$ cat src/rtl/mips32_pkg.sv
// rtl/mips32_pkg.sv - shared mips32 opcodes, instruction types, fetch defaults and FSM encoding
package mips32_pkg;

    // Instruction memory geometry and fetch defaults
    localparam int          IMEM_AW          = 10;
    localparam int          FETCH_DEPTH      = 4;
    localparam logic [31:0] RESET_PC_DEFAULT = 32'h0;

    // Opcodes (ir[31:26])
    localparam logic [5:0] OP_ADD   = 6'b000000;
    localparam logic [5:0] OP_SUB   = 6'b000001;
    localparam logic [5:0] OP_AND   = 6'b000010;
    localparam logic [5:0] OP_OR    = 6'b000011;
    localparam logic [5:0] OP_SLT   = 6'b000100;
    localparam logic [5:0] OP_MUL   = 6'b000101;
    localparam logic [5:0] OP_LW    = 6'b001000;
    localparam logic [5:0] OP_SW    = 6'b001001;
    localparam logic [5:0] OP_ADDI  = 6'b001010;
    localparam logic [5:0] OP_SUBI  = 6'b001011;
    localparam logic [5:0] OP_SLTI  = 6'b001100;
    localparam logic [5:0] OP_BNEQZ = 6'b001101;
    localparam logic [5:0] OP_BEQZ  = 6'b001110;
    localparam logic [5:0] OP_HLT   = 6'b111111;

    // Instruction type encodings used by later pipeline stages
    localparam logic [2:0] TYPE_RR_ALU = 3'b000;
    localparam logic [2:0] TYPE_RM_ALU = 3'b001;
    localparam logic [2:0] TYPE_LOAD   = 3'b010;
    localparam logic [2:0] TYPE_STORE  = 3'b011;
    localparam logic [2:0] TYPE_BRANCH = 3'b100;
    localparam logic [2:0] TYPE_HALT   = 3'b101;

    // Fetch FSM: IDLE = nothing outstanding, WAIT = keep the return, DROP = discard the return
    localparam logic [1:0] FS_IDLE = 2'd0;
    localparam logic [1:0] FS_WAIT = 2'd1;
    localparam logic [1:0] FS_DROP = 2'd2;

    // One prefetch queue entry
    typedef struct packed {
        logic [31:0] ir;
        logic [31:0] npc;
    } fetch_entry_t;

    function automatic logic [2:0] instr_type(input logic [5:0] op);
        logic [2:0] t;
        t = TYPE_HALT;
        case (op)
            OP_ADD, OP_SUB, OP_AND, OP_OR, OP_SLT, OP_MUL: t = TYPE_RR_ALU;
            OP_ADDI, OP_SUBI, OP_SLTI:                     t = TYPE_RM_ALU;
            OP_LW:                                         t = TYPE_LOAD;
            OP_SW:                                         t = TYPE_STORE;
            OP_BNEQZ, OP_BEQZ:                             t = TYPE_BRANCH;
            default:                                       t = TYPE_HALT;
        endcase
        return t;
    endfunction

endpackage

$ cat src/rtl/mips32_fetch_fifo.sv
// rtl/mips32_fetch_fifo.sv - DEPTH-entry prefetch queue of {ir, npc} with flush
module mips32_fetch_fifo
    import mips32_pkg::*;
#(
    parameter int DEPTH = FETCH_DEPTH,
    parameter int CW    = $clog2(DEPTH) + 1
) (
    input  logic         clk1,
    input  logic         rst_n,
    input  logic         push,
    input  fetch_entry_t push_data,
    input  logic         pop,
    input  logic         flush,
    output fetch_entry_t head,
    output logic [CW-1:0] count
);

    localparam int PW = $clog2(DEPTH);
    localparam logic [CW-1:0] FULL = CW'(DEPTH);

    fetch_entry_t  mem [DEPTH];
    logic [PW-1:0] rd_ptr;
    logic [PW-1:0] wr_ptr;
    logic          do_push;
    logic          do_pop;

    // Pop on empty is a no-op; a push at full is only taken alongside a pop
    assign do_pop  = pop && (count != '0);
    assign do_push = push && ((count != FULL) || do_pop);

    // Head is read straight from the storage flops so it holds still until popped
    assign head = mem[rd_ptr];

    // Pointer and occupancy bookkeeping; flush empties the queue outright
    always_ff @(posedge clk1 or negedge rst_n) begin
        if (!rst_n) begin
            rd_ptr <= '0;
            wr_ptr <= '0;
            count  <= '0;
        end else if (flush) begin
            rd_ptr <= '0;
            wr_ptr <= '0;
            count  <= '0;
        end else begin
            if (do_push) wr_ptr <= wr_ptr + PW'(1);
            if (do_pop)  rd_ptr <= rd_ptr + PW'(1);
            case ({do_push, do_pop})
                2'b10:   count <= count + CW'(1);
                2'b01:   count <= count - CW'(1);
                default: count <= count;
            endcase
        end
    end

    // Entry storage; cleared on reset so the head reads zero out of reset
    always_ff @(posedge clk1 or negedge rst_n) begin
        if (!rst_n) begin
            for (int i = 0; i < DEPTH; i++) mem[i] <= '0;
        end else if (do_push && !flush) begin
            mem[wr_ptr] <= push_data;
        end
    end

endmodule

$ cat src/rtl/mips32_fetch_unit.sv
// rtl/mips32_fetch_unit.sv - mips32 instruction fetch: PC, imem request FSM, prefetch queue to ID
module mips32_fetch_unit
    import mips32_pkg::*;
#(
    parameter int          DEPTH    = FETCH_DEPTH,
    parameter int          AW       = IMEM_AW,
    parameter logic [31:0] RESET_PC = RESET_PC_DEFAULT
) (
    input  logic          clk1,
    input  logic          rst_n,
    input  logic          redirect_valid,
    input  logic [31:0]   redirect_pc,
    input  logic          halt,
    output logic          imem_req,
    output logic [AW-1:0] imem_addr,
    input  logic          imem_rvalid,
    input  logic [31:0]   imem_rdata,
    output logic          id_valid,
    input  logic          id_ready,
    output logic [31:0]   id_ir,
    output logic [31:0]   id_npc,
    output logic          halted
);

    localparam int          CW      = $clog2(DEPTH) + 1;
    localparam logic [CW:0] DEPTH_W = (CW + 1)'(DEPTH);

    logic [31:0]   pc;
    logic [31:0]   inflight_npc;
    logic [1:0]    state;
    logic [1:0]    state_nxt;
    logic [CW-1:0] count;
    logic [CW:0]   occ_next;
    logic          redir;
    logic          rsp_keep;
    logic          push;
    logic          pop;
    logic          issue;
    fetch_entry_t  push_data;
    fetch_entry_t  head;

    // Halt wins over a same-cycle redirect, and a halted unit ignores redirects
    assign redir    = redirect_valid && !halt && !halted;
    assign rsp_keep = (state == FS_WAIT) && imem_rvalid;
    assign push     = rsp_keep && !redir;
    assign pop      = id_valid && id_ready && !redir;
    assign occ_next = {1'b0, count} + {{CW{1'b0}}, push} - {{CW{1'b0}}, pop};

    // A new request may go out when the single slot is free (or freeing now) and the queue has room
    assign issue = !halted && !halt && !redirect_valid
                && ((state == FS_IDLE) || rsp_keep)
                && (occ_next < DEPTH_W);

    assign imem_req  = issue && rst_n;
    assign imem_addr = pc[AW-1:0];

    assign push_data.ir  = imem_rdata;
    assign push_data.npc = inflight_npc;

    assign id_valid = (count != '0);
    assign id_ir    = head.ir;
    assign id_npc   = head.npc;

    mips32_fetch_fifo #(
        .DEPTH (DEPTH),
        .CW    (CW)
    ) u_fifo (
        .clk1      (clk1),
        .rst_n     (rst_n),
        .push      (push),
        .push_data (push_data),
        .pop       (pop),
        .flush     (redir),
        .head      (head),
        .count     (count)
    );

    // Next FSM state: redirect turns an outstanding read into one to be dropped
    always_comb begin
        state_nxt = state;
        if (state != FS_IDLE && state != FS_WAIT && state != FS_DROP) begin
            state_nxt = FS_IDLE;
        end else if (redir) begin
            if (state == FS_WAIT)
                state_nxt = imem_rvalid ? FS_IDLE : FS_DROP;
            else if (state == FS_DROP && imem_rvalid)
                state_nxt = FS_IDLE;
        end else if (issue) begin
            state_nxt = FS_WAIT;
        end else if (imem_rvalid && state != FS_IDLE) begin
            state_nxt = FS_IDLE;
        end
    end

    // PC, in-flight NPC, FSM state and the sticky halt flag
    always_ff @(posedge clk1 or negedge rst_n) begin
        if (!rst_n) begin
            pc           <= RESET_PC;
            inflight_npc <= '0;
            state        <= FS_IDLE;
            halted       <= 1'b0;
        end else begin
            state <= state_nxt;
            if (halt) halted <= 1'b1;
            if (redir) begin
                pc <= redirect_pc;
            end else if (issue) begin
                pc           <= pc + 32'd1;
                inflight_npc <= pc + 32'd1;
            end
        end
    end

endmodule

$ cat config.mk
export PLATFORM = sky130hd
export DESIGN_NAME = mips32_fetch_unit
export DESIGN_NICKNAME = d
export VERILOG_FILES = /design/src/rtl/mips32_pkg.sv /design/src/rtl/mips32_fetch_fifo.sv /design/src/rtl/mips32_fetch_unit.sv
export SDC_FILE = /design/constraint.sdc
export NUM_CORES = 1
export LEC_CHECK = 0
export BUFFER_PORTS_ARGS = -buffer_cell sky130_fd_sc_hd__buf_2
export CORE_MARGIN = 5
export CORE_UTILIZATION = 50
export DETAILED_ROUTE_END_ITERATION = 10
export PLACE_DENSITY = 0.74
export SLEW_MARGIN = 40
export SYNTH_ARGS = -nofsm -noshare
export SYNTH_HDL_FRONTEND = slang
export SYNTH_HIERARCHICAL = 1
export SYNTH_SLANG_ARGS = --single-unit
export TNS_END_PERCENT = 20
$ cat constraint.sdc
create_clock -name clk1 -period 4.3 [get_ports clk1]
set_input_delay 0.215 -clock clk1 [delete_from_list [all_inputs] [get_ports clk1]]
set_output_delay 0.215 -clock clk1 [all_outputs]
set_load 0.1 [all_outputs]
== Word level (Yosys, flattened, before mapping) ==
Index checks and enable logic that the tools add are counted.

* Bits in latches: 0
* Memory bits (writable): 0
* Output and inout bits: 77
* Input bits: 70
* Logic and storage cells: 93
* ROM bits: 0
* Memories kept: 0
* Register bits after elaboration: 330

* Muxes and demuxes: 21
* Order comparisons: 4
* Shift-type cells: 0
* Div/mod/pow operators: 0
* $add $sub $neg: 7
* Reductions and logical operators: 35
* Multiply operators: 0
* Equality and inequality tests: 8
* Bitwise operators: 3

{| class="wikitable"
|+ Operators by type and width
! kind !! number
|-
| $bwmux W256 || 1
|-
| $mux W64 || 3
|-
| $bmux W64 S2 || 1
|-
| $demux W64 S2 || 1
|-
| $mux W32 || 2
|-
| $add A32 B1 Y32 const B || 1
|-
| $mux W2 || 11
|-
| $logic_and A1 B1 Y1 || 19
|-
| $reduce_bool A2 Y1 || 4
|-
| $ge A3 B3 Y1 const B || 2
|-
| $not A2 Y3 || 2
|-
| $pmux W3 S2 || 1
|-
| $reduce_bool A3 Y1 || 2
|-
| $add A2 B1 Y2 const B || 2
|-
| $add A3 B1 Y4 || 1
|-
| $eq A2 B1 Y1 const B || 2
|-
| $eq A2 B2 Y1 const B || 2
|-
| $logic_not A1 Y1 || 4
|-
| $lt A4 B3 Y1 const B || 1
|-
| $ne A4 B4 Y1 const B || 1
|-
| $reduce_and A2 Y1 || 2
|-
| $reduce_bool A4 Y1 || 1
|-
| $sub A4 B1 Y4 || 1
|-
| $add A3 B1 Y3 const B || 1
|-
| 9 further kinds || 10
|}

== Longest topological paths before layout ==
Gate-level depths: netlist of the first run.

* Word-level depth: 12
* Gate-level depth with buffers: 15
* Depth with buffers taken out: 11

== By module ==
The synthesis of the first run kept the hierarchy.

{| class="wikitable"
|+ Modules (own cells, without submodules)
! module !! instances !! cells an instance !! sequential area each (µm²) !! area an instance (µm²)
|-
| mips32_fetch_fifo || 1 || 678 || 6581.3 || 12821.0
|-
| mips32_fetch_unit || 1 || 419 || 1676.6 || 3891.2
|}

== Least setup slack after synthesis of the first run ==
Ideal clock, no wire load.

* Path kind: register to output
* Start: register halted
* End: output port imem_req
* Path slack: -388 ps
* Cell stages (with the launch flop): 14
* Data required time: 4085 ps
* Path buffers: 3
* Data arrival time: 4473 ps
* Cell sequence: dfrtp_1 > nor2_1 > nand2_1 > clkbuf_1 > and3_1 > ha_1 > inv_1 > ha_1 > and3b_1 > or4_1 > a211oi_2 > buf_4 > buf_1 > and2_1

* Elaborated cells between the ends (all ways): 13
* Those cells by class: add/sub: 2; order compare: 1; reduce/logical: 10

{| class="wikitable"
|+ RTL lines
! item !! line !! RTL
|-
| from (decl) || mips32_fetch_unit.sv:22 || <nowiki>output logic halted</nowiki>
|-
| from (signal assigned) || mips32_fetch_unit.sv:101 || <nowiki>halted <= 1'b0;</nowiki>
|-
| from (signal assigned) || mips32_fetch_unit.sv:104 || <nowiki>if (halt) halted <= 1'b1;</nowiki>
|-
| $logic_not A1 Y1 || mips32_fetch_unit.sv:43 || <nowiki>assign redir = redirect_valid && !halt && !halted;</nowiki>
|-
| $logic_and A1 B1 Y1 || mips32_fetch_unit.sv:43 ||
|-
| $logic_not A1 Y1 || mips32_fetch_unit.sv:46 || <nowiki>assign pop = id_valid && id_ready && !redir;</nowiki>
|-
| $logic_and A1 B1 Y1 || mips32_fetch_unit.sv:46 ||
|-
| via pop || mips32_fetch_unit.sv:37 || <nowiki>logic pop;</nowiki>
|-
| $sub A4 B1 Y4 || mips32_fetch_unit.sv:47 || <nowiki>assign occ_next = {1'b0, count} + {{CW{1'b0}}, push} - {{CW{1'b0}}, pop};</nowiki>
|-
| $lt A4 B3 Y1 || mips32_fetch_unit.sv:52 || <nowiki>&& (occ_next < DEPTH_W);</nowiki>
|-
| $logic_and A1 B1 Y1 || mips32_fetch_unit.sv:52 ||
|-
| $logic_and A1 B1 Y1 || mips32_fetch_unit.sv:54 || <nowiki>assign imem_req = issue && rst_n;</nowiki>
|-
| to (decl) || mips32_fetch_unit.sv:14 || <nowiki>output logic imem_req,</nowiki>
|}

The timed path passes the listed nets, and every way through them passes these cells.

== Worst setup path in the final report of the first run ==
Ends and elaborated chain as after synthesis.

==> reports/metrics.yaml, run 1 <==
layout-drive-gt1-share: 0.441
max_freq_mhz: 246
layout_min_cycle_time_ps: 4070
final.setup.tns_ps: 0
power_leakage_nw: 9.83
insertedDiodeCount: 0
crit_chain: "nor2_1 > buf_4 > nand2_1 > and3_1 > ha_1 > inv_1 > ha_1 > and3b_1 > or4_1 > a211oi_4 > buf_12 > and2_2 > buf_12"
async_flop_share: 1.00
cts_made_buffers: 38
finalSetupViolCount: 0
clock_skew_ps: 22.1
hold_path.class: "input pin to register"
wirelength_um: 36800
start_kind: "register"
final_common_cell: "dfrtp_1"
yosys_warnings: 6
coreArea_sq_um: 33300
cts_sinks: 330
tightestPinTransition_ps: 856
hold_buffers: 59
period_share: 0.946
final_cell_mix: "dfrtp_1 (327), mux2_4 (240), buf_2 (144)"
gp_congestion: 0.798
worst-path-buf-inv: 4
final.setup.worst_slack_ps: 233
wire_per_inst_um: 20.8
synth_edf_count: 0
synth_top_cell_area_share: 0.494
syn_area_sq_um: 16700
ys.flop_type: "dfrtp_1"
critical_path.max_fanout: 48
antenna_left: 0
max_stage_delay_ps: 570
vias: 9844
power_mw: 8.09
hpwl_um: 22700
grt_pass1_wl_um: 58500
cts_tree: "done"
cp.required_ps: 4090
die_h_um: 193
crit_path_top_delay_cell: "or4_1"
status: "finished, final reports clean"
cp-end-kind: "output pin"
max_slew_margin: 0.424
route.detailed.drc: 0
drt_first_pass_iters: 4
cap_violations: 0
cts_setup_buffers: 0
ys_ff_latch: 330
area_delta_synth_final_pct: 17.1
grt-ovfl-total: 0
grt_max_degree: 132
synth_area_leader_cell: "dfrtp_1"
finalHoldViolations: 0
viasPerCell: 5.58
critPathTopFamily: "simple AND/OR/NAND/NOR gates"
syn_nets: 1176
clk_path_buf_depth: 3
path_class: "register to output pin"
die_w_um: 193
dr.first_iter.drc_count: 662
grt_setup_unrepaired: "no"
cts.clk_slew.worst_paths_ps: 60
drv_slew: 0
synthCells: 1097
power.density_nw_per_um2: 413
synth_cell_type_count: 57
pre_cts_ws_ps: 618
antenna_found_initial: 0
arrival_ps: 3850
grt_pass1_vias: 10400
cts_max_level: 2
cts_resized: 0
ys_seq_area_frac: 0.494
peakVddDrop_uv: 294
avgSynthCellArea_sq_um: 15.2
whs_ps: 13.0
start_util: 0.502
dieArea_sq_um: 37200
fill_cells: 2528
grt_usage: 0.197
clk_latency_ps: 530
ys_top_cells_by_area: "dfrtp_1 (49%), mux2_4 (22%), mux4_2 (8.6%)"
io_pins: 147
num_rows: 67
ctsRootBufferMaster: "clkbuf_16"
finish.net_count: 1365
io_buffers: 146
## Yosys cell counts (9+ instances only)
cell type and n:
xnor2_1 15, mux2i_1 18, and3_1 15, buf_4 12, nand2_1 59, nor2_1 19
clkbuf_1 24, nand3_1 23, xor2_1 16, a221o_1 9, mux2_2 27, dfrtp_1 330
mux4_2 64, a21oi_1 10, o21ai_0 38, buf_12 28, mux2_4 240, inv_1 24
## where the power goes
group,internal [mW],switching [mW]
Combinational,0.358,0.800
Sequential,3.25,0.166
Clock,2.22,1.29
Total,5.83,2.26
## registers in the layout, summed over array words and instances (netlist names)
name and flops:
u_fifo/wr_ptr 2, inflight_npc 32, u_fifo/count 3, state 2
u_fifo/rd_ptr 2, u_fifo/mem 256, pc 32, halted 1
## layer usage
layer | wire length, um | GRT usage | vias up
li1 | - | - | 4397
met1 | 17000 | 0.285 | 5132
met5 | 0 | 0 | -
met4 | 651 | 0.0469 | 0
met3 | 2040 | 0.0327 | 58
met2 | 17100 | 0.315 | 257
## worst register-to-register path, stage by stage (launching register included)
cell and delay, ps:
dfrtp_2 400, nor2_1 100, buf_4 160, nand2_1 210, and3_1 270, ha_1 180, inv_1 50, ha_1 210
and3b_1 190, or4_1 570, a211oi_4 280, buf_12 310, mux2_2 390, a221o_1 290
## area by class of cell
| type | instances | area [sq um] | share of cell area |
|---|---|---|---|
| sequential | 330 | 8270 | 0.422 |
| clock inverter | 18 | 314 | 0.0161 |
| inverter | 24 | 90.1 | 0.00460 |
| clock buffer | 51 | 1060 | 0.0542 |
| multi-input combinational | 662 | 7580 | 0.387 |
| timing repair buffer | 230 | 1700 | 0.0867 |
| tap | 448 | 561 | 0.0286 |
## kinds of logic after synthesis
kind of cell               count (synthesis)  share of synthesized area
and+or+nand+nor                          170                     0.0547
AOI/OAI and AO/OA                        103                     0.0418
adders and majority gates                  9                    0.00719
xor gates and xnor gates                  31                     0.0162
muxes                                    349                      0.331
DFF                                      330                      0.494
buffers and inverters                    105                     0.0551
## worst paths after layout
path,cells past startpoint,slack [ps],endpoint,start
max in group asynchronous,3,2820,halted$_DFFE_PN0P_,rst_n
worst min-delay path,4,10,pc[27]$_DFFE_PN0P_,redirect_pc[27]
worst min register to register,1,500,u_fifo/mem[70]$_DFFE_PN0P_,u_fifo/mem[70]$_DFFE_PN0P_
worst max register to register,13,580,pc[5]$_DFFE_PN0P_,halted$_DFFE_PN0P_
min in group asynchronous,2,290,u_fifo/mem[182]$_DFFE_PN0P_,rst_n
worst max-delay path,13,230,imem_req,halted$_DFFE_PN0P_
## metrics by stage
stage | utilization | instance area (sq um) | cells
final | 0.588 | 19600 | 1763
after CTS | 0.587 | 19500 | 1761
after global placement | 0.528 | 17600 | 1633
after floorplan | - | 16700 | 1097
after global routing | 0.588 | 19600 | 1763
after detailed placement | 0.528 | 17600 | 1633
Note: power is estimated with default switching activity, not from simulation.
==> run 2: changes to the inputs <==
--- a/config.mk
+++ b/config.mk
@@ -10,9 +10,8 @@
 export CORE_UTILIZATION = 50
 export DETAILED_ROUTE_END_ITERATION = 10
 export PLACE_DENSITY = 0.74
-export SLEW_MARGIN = 40
+export SLEW_MARGIN = 20
 export SYNTH_ARGS = -nofsm -noshare
 export SYNTH_HDL_FRONTEND = slang
-export SYNTH_HIERARCHICAL = 1
 export SYNTH_SLANG_ARGS = --single-unit
 export TNS_END_PERCENT = 20
==> run 2 against run 1 <==
  * Synthesized area is 9.9% lower
  * Maximum frequency is 6.0% higher
  * Clock skew hardly changed
  * Routed wire length is 12% lower
  * Setup slack better by 230 ps
  * Sequential share of layout area is 3.7 points higher
  * Largest power group is now registers
  * Register-to-register slack better by 260 ps
  * Count of clock-buffer cells in the layout is 8 higher
  * Clock power is 12% lower
  * Non-clock buffer count is 4 lower
  * Cell count is 6.2% lower
==> reports/metrics.yaml, run 2 <==
status: "finished, final reports clean"
synthTopCellsByCount: "dfrtp_1 (330), mux2_2 (257), mux4_2 (64), nand2_1 (48), nor2_1 (45)"
syn_nets: 1125  # -4.3%
grt_pass1_vias: 9895  # -4.7%
drv_slew: 0  # unchanged
clock_skew_ps: 22.0  # -0.127 ps
area_delta_synth_final_pct: 19.6
cts_made_buffers: 37  # -2.6%
critical_path.max_fanout: 7  # -85%
clockPowerShare: 0.400  # -0.034
cap_violations: 0  # unchanged
viasPerCell: 5.69  # +2.0%
synthCells: 1045  # -4.7%
max_freq_mhz: 261  # +6.0%
placedCellCount: 1520  # -6.9%
ys_top_cells_by_area: "dfrtp_1 (55%), mux2_2 (19%), mux4_2 (9.6%)"
num_rows: 63  # -6.0%
finalSetupViolCount: 0  # unchanged
final_cell_mix: "dfrtp_1 (328), mux2_2 (257), buf_2 (144)"
ctsRootBufferMaster: "clkbuf_16"
synth_area_leader_cell: "dfrtp_1"
finish.net_count: 1316  # -3.6%
instances_no_fill: 1653  # -6.2%
synth_top_cell_area_share: 0.549  # +0.0546
hold_path.class: "input pin to register"
final_common_cell: "dfrtp_1"
die_h_um: 183  # -4.8%
power.density_nw_per_um2: 431  # +4.2%
cp.required_ps: 4090  # about the same
hpwl_um: 20200  # -11%
cts_max_level: 2  # unchanged
drt_first_pass_iters: 5  # +1
wirelength_um: 32500  # -12%
arrival_ps: 3620  # -230 ps
final.setup.worst_slack_ps: 463  # +230 ps
dpl_cell_area_sq_um: 16100  # -8.3%
tightestPinTransition_ps: 1080  # +221 ps
async_flop_share: 1.00  # unchanged
largest-register: "u_fifo.mem"
max_slew_margin: 0.282  # -0.142
whs_ps: 35.1  # +22.1 ps
vias: 9413  # -4.4%
yosys_warnings: 0  # -6
cts_sinks: 330  # unchanged
wire_per_inst_um: 19.6  # -5.8%
layout-drive-gt1-share: 0.441  # about the same
pre_cts_ws_ps: 869  # +250 ps
ys_seq_area_frac: 0.549  # +0.0546
crit_chain: "or3_1 > nand2_1 > nor2_1 > ha_1 > inv_1 > ha_1 > xor2_1 > a22oi_1 > a2111oi_4 > or2_1 > and2_1 > buf_12"
layout_min_cycle_time_ps: 3840  # -230 ps
synth.most_common_cell: "dfrtp_1"
max_stage_delay_ps: 500  # -70 ps
ys_ff_latch: 330  # unchanged
grt_usage: 0.197  # -0.000381
antenna_left: 0  # unchanged
crit_path_top_delay_cell: "a2111oi_4"
clk_latency_ps: 520  # about the same
fin_area_sq_um: 18000  # -8.0%
synth_edf_count: 0  # unchanged
clk_path_buf_depth: 3  # unchanged
start_kind: "register"
start_util: 0.506  # +0.00430
coreArea_sq_um: 29700  # -11%
p_int_mw: 5.60  # -3.9%
comb_power_share: 0.156  # +0.013
die_w_um: 183  # -4.8%
sequentialPowerShare: 0.444  # +0.021
gp_congestion: 0.857  # +7.4%
p_switching_mw: 2.15  # -4.8%
route.detailed.drc: 0  # unchanged
cp-end-kind: "output pin"
cts_tree: "done"
insertedDiodeCount: 0  # unchanged
path_class: "register to output pin"
syn_area_sq_um: 15100  # -9.9%
cts.clk_slew.worst_paths_ps: 60  # about the same
period_share: 0.892  # -0.0536
cts_setup_buffers: 0  # unchanged
avgSynthCellArea_sq_um: 14.4  # -5.5%
dieArea_sq_um: 33700  # -9.4%
final.setup.tns_ps: 0  # unchanged
grt_max_degree: 138  # +4.5%
peakVddDrop_uv: 345  # +18%
synth_cell_type_count: 58  # +1.8%
io_buffers: 146  # unchanged
power_leakage_nw: 9.06  # -7.8%
ys.flop_type: "dfrtp_1"
grt_setup_unrepaired: "no"
finalHoldViolations: 0  # unchanged
critical_path.most_common_cell: "ha_1"
antenna_found_initial: 0  # unchanged
largest_register_ffs: 256  # unchanged
io_pins: 147  # unchanged
grt-ovfl-total: 0  # unchanged
p_sw_frac: 0.277  # -0.00183
grt_pass1_wl_um: 53500  # -8.5%
dr.first_iter.drc_count: 423  # -36%
top_regs: "u_fifo.mem: 256 flops, inflight_npc: 32 flops, pc: 32 flops"
[run 2: routing by layer]
metal,wire length (um),vias up,global-route usage
li1,-,4243,-
met1,14900,4880,0.286
met2,15400,242,0.315
met3,1610,48,0.0307
met4,554,0,0.0501
met5,0,-,0
[run 2: final timing paths]
kind	from	slack, ps	cells after the start	to
setup / recovery	u_fifo.count[1]$_DFFE_PN0P_	460	12	imem_req
hold / removal	redirect_pc[22]	40	3	pc[22]$_DFFE_PN0P_
setup reg to reg	u_fifo.count[1]$_DFFE_PN0P_	840	12	pc[26]$_DFFE_PN0P_
hold reg to reg	u_fifo.mem[121]$_DFFE_PN0P_	500	1	u_fifo.mem[121]$_DFFE_PN0P_
max in group asynchronous	rst_n	2760	4	u_fifo.mem[57]$_DFFE_PN0P_
min in group asynchronous	rst_n	140	2	inflight_npc[26]$_DFFE_PN0P_
[run 2: through the flow]
stage                util  power (mW)
floorplan               -        4.32
global placement    0.542        4.66
detailed placement  0.542        4.68
CTS                 0.605        7.85
global route        0.606        8.09
finish              0.606        7.75
[run 2: cell families after synthesis]
group	count (synthesis)	share of synthesized area
AO/OA/AOI/OAI	92	0.0476
buffers and inverters	88	0.0283
multiplexers	323	0.289
flip-flops	330	0.549
XOR/XNOR	34	0.0198
adder cells (fa/ha/maj)	10	0.00881
AND/OR/NAND/NOR	168	0.0574
[run 2: power by group through the flow]
stage | registers [mW] | logic, mW | clock network [mW]
floorplan | 3.32 | 1.00 | 0
global placement | 3.49 | 1.17 | 0
detailed placement | 3.50 | 1.18 | 0
CTS | 3.44 | 1.23 | 3.18
global route | 3.47 | 1.32 | 3.31
finish | 3.44 | 1.21 | 3.10
[run 2: what timing repair did]
item                      in CTS  in global routing
hold buffers                  66                  0
hold endpoints to repair     290                  0
gates resized for setup        0                  0
[run 2: worst max-delay path: cells and delay by family, from the launching register on]
| kind | cells | cell delay (ps) |
|---|---|---|
| buffers and inverters | 2 | 240 |
| adder cells (fa/ha/maj) | 2 | 370 |
| XOR/XNOR | 1 | 160 |
| AO/OA/AOI/OAI | 2 | 660 |
| flip-flops | 1 | 430 |
| AND/OR/NAND/NOR | 5 | 1250 |
[run 2: final cells by class]
class	instances	area, sq um
multi-input combinational	627	6400
sequential	330	8260
inverter	14	52.6
clock buffer	59	1140
tap	390	488
clock inverter	7	71.3
timing repair buffer	226	1580
fill	2288	11700
==> run 3: changes to the inputs <==
--- a/config.mk
+++ b/config.mk
@@ -9,7 +9,7 @@
 export CORE_MARGIN = 5
 export CORE_UTILIZATION = 50
 export DETAILED_ROUTE_END_ITERATION = 10
-export PLACE_DENSITY = 0.74
+export PLACE_DENSITY = 0.77
 export SLEW_MARGIN = 20
 export SYNTH_ARGS = -nofsm -noshare
 export SYNTH_HDL_FRONTEND = slang
==> constraint.sdc (replaced) <==
create_clock -name clk1 -period 3.5 [get_ports clk1]
set_input_delay 0.175 -clock clk1 [delete_from_list [all_inputs] [get_ports clk1]]
set_output_delay 0.175 -clock clk1 [all_outputs]
set_load 0.1 [all_outputs]
==> run 3 against run 2 <==
  * Clock skew up 2.5 ps
  * Setup slack worse by 350 ps
  * Routed wire length up 3.5%
  * Largest cell class unchanged
==> reports/metrics.yaml, run 3 (synthesis gave the netlist of run 2 again) <==
status: "finished, final reports clean"
gp_congestion: 0.843  # -1.6%
route.detailed.drc: 0  # unchanged
top_regs: "u_fifo.mem: 256 flops, inflight_npc: 32 flops, pc: 32 flops"
hold_path.class: "input pin to register"
arrival_ps: 3210  # -410 ps
final_cell_mix: "dfrtp_1 (325), mux2_2 (257), buf_2 (144)"
p_int_mw: 7.19  # +28%
area_delta_synth_final_pct: 21.3
critical_path.max_fanout: 8  # +1
finalSetupViolCount: 0  # unchanged
finalHoldViolations: 0  # unchanged
path_class: "register to output pin"
cts_tree: "done"
min_to: "u_fifo.count[2]$_DFFE_PN0P_"
coreArea_sq_um: 29700  # unchanged
p_switching_mw: 2.69  # +25%
largest_register_ffs: 256  # unchanged
start_kind: "register"
grtUsageMet3: 0.0384  # +0.00772
power_leakage_nw: 9.20  # +1.5%
peakVddDrop_uv: 350  # +1.4%
cp-end-kind: "output pin"
reg2regPathDepth: 14  # +2
ff2ff_setup_slack_ps: 200  # -640 ps
grt_pass1_vias: 10200  # +3.1%
r2r_start: "u_fifo.count[0]$_DFFE_PN0P_"
cp.required_ps: 3320  # -770 ps
layout-drive-gt1-share: 0.455  # +0.0144
wirelength_um: 33600  # +3.5%
drt_first_pass_iters: 5  # unchanged
clockPowerShare: 0.415  # +0.015
sequentialPowerShare: 0.425  # -0.019
area.sequential_sq_um: 8270  # about the same
io_buffers: 146  # unchanged
antenna_left: 0  # unchanged
power.density_nw_per_um2: 542  # +26%
worstReg2RegEnd: "pc[16]$_DFFE_PN0P_"
clk_latency_ps: 520  # about the same
io_pins: 147  # unchanged
final_common_cell: "dfrtp_1"
grt_pass1_wl_um: 55600  # +4.0%
cts_made_buffers: 37  # unchanged
cts_sinks: 330  # unchanged
finish.net_count: 1330  # +1.1%
grt-ovfl-total: 0  # unchanged
use_met2: 0.339  # +0.0247
dr.first_iter.drc_count: 512  # +21%
use_met1: 0.285  # -0.000705
dieArea_sq_um: 33700  # unchanged
final.setup.worst_slack_ps: 110  # -353 ps
ctsRootBufferMaster: "clkbuf_16"
hold_depth: 4  # +1
grt_setup_unrepaired: "no"
num_rows: 63  # unchanged
grt_max_degree: 97  # -30%
period_share: 0.969
p_sw_frac: 0.272  # -0.00501
cap_violations: 0  # unchanged
final.setup.tns_ps: 0  # unchanged
clock_skew_ps: 24.5  # +2.52 ps
pre_cts_ws_ps: 291  # -578 ps
wire_per_inst_um: 20.1  # +2.5%
instances_no_fill: 1668  # +0.91%
max_freq_mhz: 295
fill_cells: 2217  # -3.1%
worstHoldStart: "id_ready"
insertedDiodeCount: 0  # unchanged
cts_max_level: 2  # unchanged
antenna_found_initial: 0  # unchanged
largest-register: "u_fifo.mem"
die_w_um: 183  # unchanged
hpwl_um: 20800  # +3.2%
tightestPinTransition_ps: 1030  # -44.0 ps
clk_path_buf_depth: 3  # unchanged
power_mw: 9.88  # +28%
layout_min_cycle_time_ps: 3390
die_h_um: 183  # unchanged
grt-busiest-layer: "met2"
drv_slew: 0  # unchanged
vias: 9444  # +0.33%
placedCellCount: 1528  # +0.53%
multi_input_area_sq_um: 6410  # +0.16%
start_util: 0.506  # unchanged
max_slew_margin: 0.311  # +0.0293
viasPerCell: 5.66  # -0.57%
cts.clk_slew.worst_paths_ps: 60  # about the same
comb_power_share: 0.161  # +0.005
grt_usage: 0.205  # +0.00832
==> run 3: through the flow <==
stage | instance area [sq um] | hold slack (ps) | util
after floorplan | 15100 | -121 | -
after global placement | 16200 | 249 | 0.546
after detailed placement | 16200 | 244 | 0.546
after CTS | 18200 | 57.1 | 0.613
after global routing | 18300 | 106 | 0.614
final | 18300 | 78.8 | 0.614
==> run 3: cell type report <==
cell class,count,share of cell area
clock buffers,53,0.0607
clock inverters,14,0.0112
inverters,14,0.00288
multi-input cells,627,0.351
flip-flops and latches,330,0.453
well taps,390,0.0267
repair buffers,240,0.0941
==> run 3: worst max-delay path, stage by stage (launching register included) <==
cell and delay [ps]:
dfrtp_1 410, or3_4 400, nand2_1 90, nor2_1 50
ha_1 270, nand2b_1 170, or3_4 350, a2111oi_4 370
or2_4 240, and2_4 170, buf_12 170
==> run 3: metal layers <==
layer  vias up  part of all wire
met2       264              0.49
li1       4261                 -
met5         -                 0
met4         0             0.018
met3        46             0.059
met1      4873              0.43
==> run 3: worst max path at each step <==
stage | startpoint | endpoint | slack, ps | cells after the start
2_1_floorplan | halted$_DFFE_PN0P_ | imem_req | 50 | 12
3_3_place_gp | u_fifo.count[1]$_DFFE_PN0P_ | pc[25]$_DFFE_PN0P_ | 390 | 13
3_5_place_dp | u_fifo.count[1]$_DFFE_PN0P_ | pc[16]$_DFFE_PN0P_ | 290 | 13
4_1_cts | u_fifo.count[0]$_DFFE_PN0P_ | imem_req | 20 | 10
5_1_grt | u_fifo.count[0]$_DFFE_PN0P_ | imem_req | 2 | 10
6_report | u_fifo.count[0]$_DFFE_PN0P_ | imem_req | 110 | 10
==> run 3: repair_timing <==
item,4_1_cts,5_1_grt
endpoints found under the setup margin,1,2
hold endpoints to repair,253,0
pin swaps,1,1
resized for setup,1,2
setup buffers,1,5
hold buffers,67,0
==> run 3: power by group through the flow <==
stage	Sequential [mW]	Combinational, mW	Clock, mW
CTS	4.21	1.58	4.21
finish	4.20	1.59	4.10
floorplan	4.08	1.24	0
detailed placement	4.27	1.52	0
global placement	4.26	1.50	0
global route	4.23	1.73	4.37
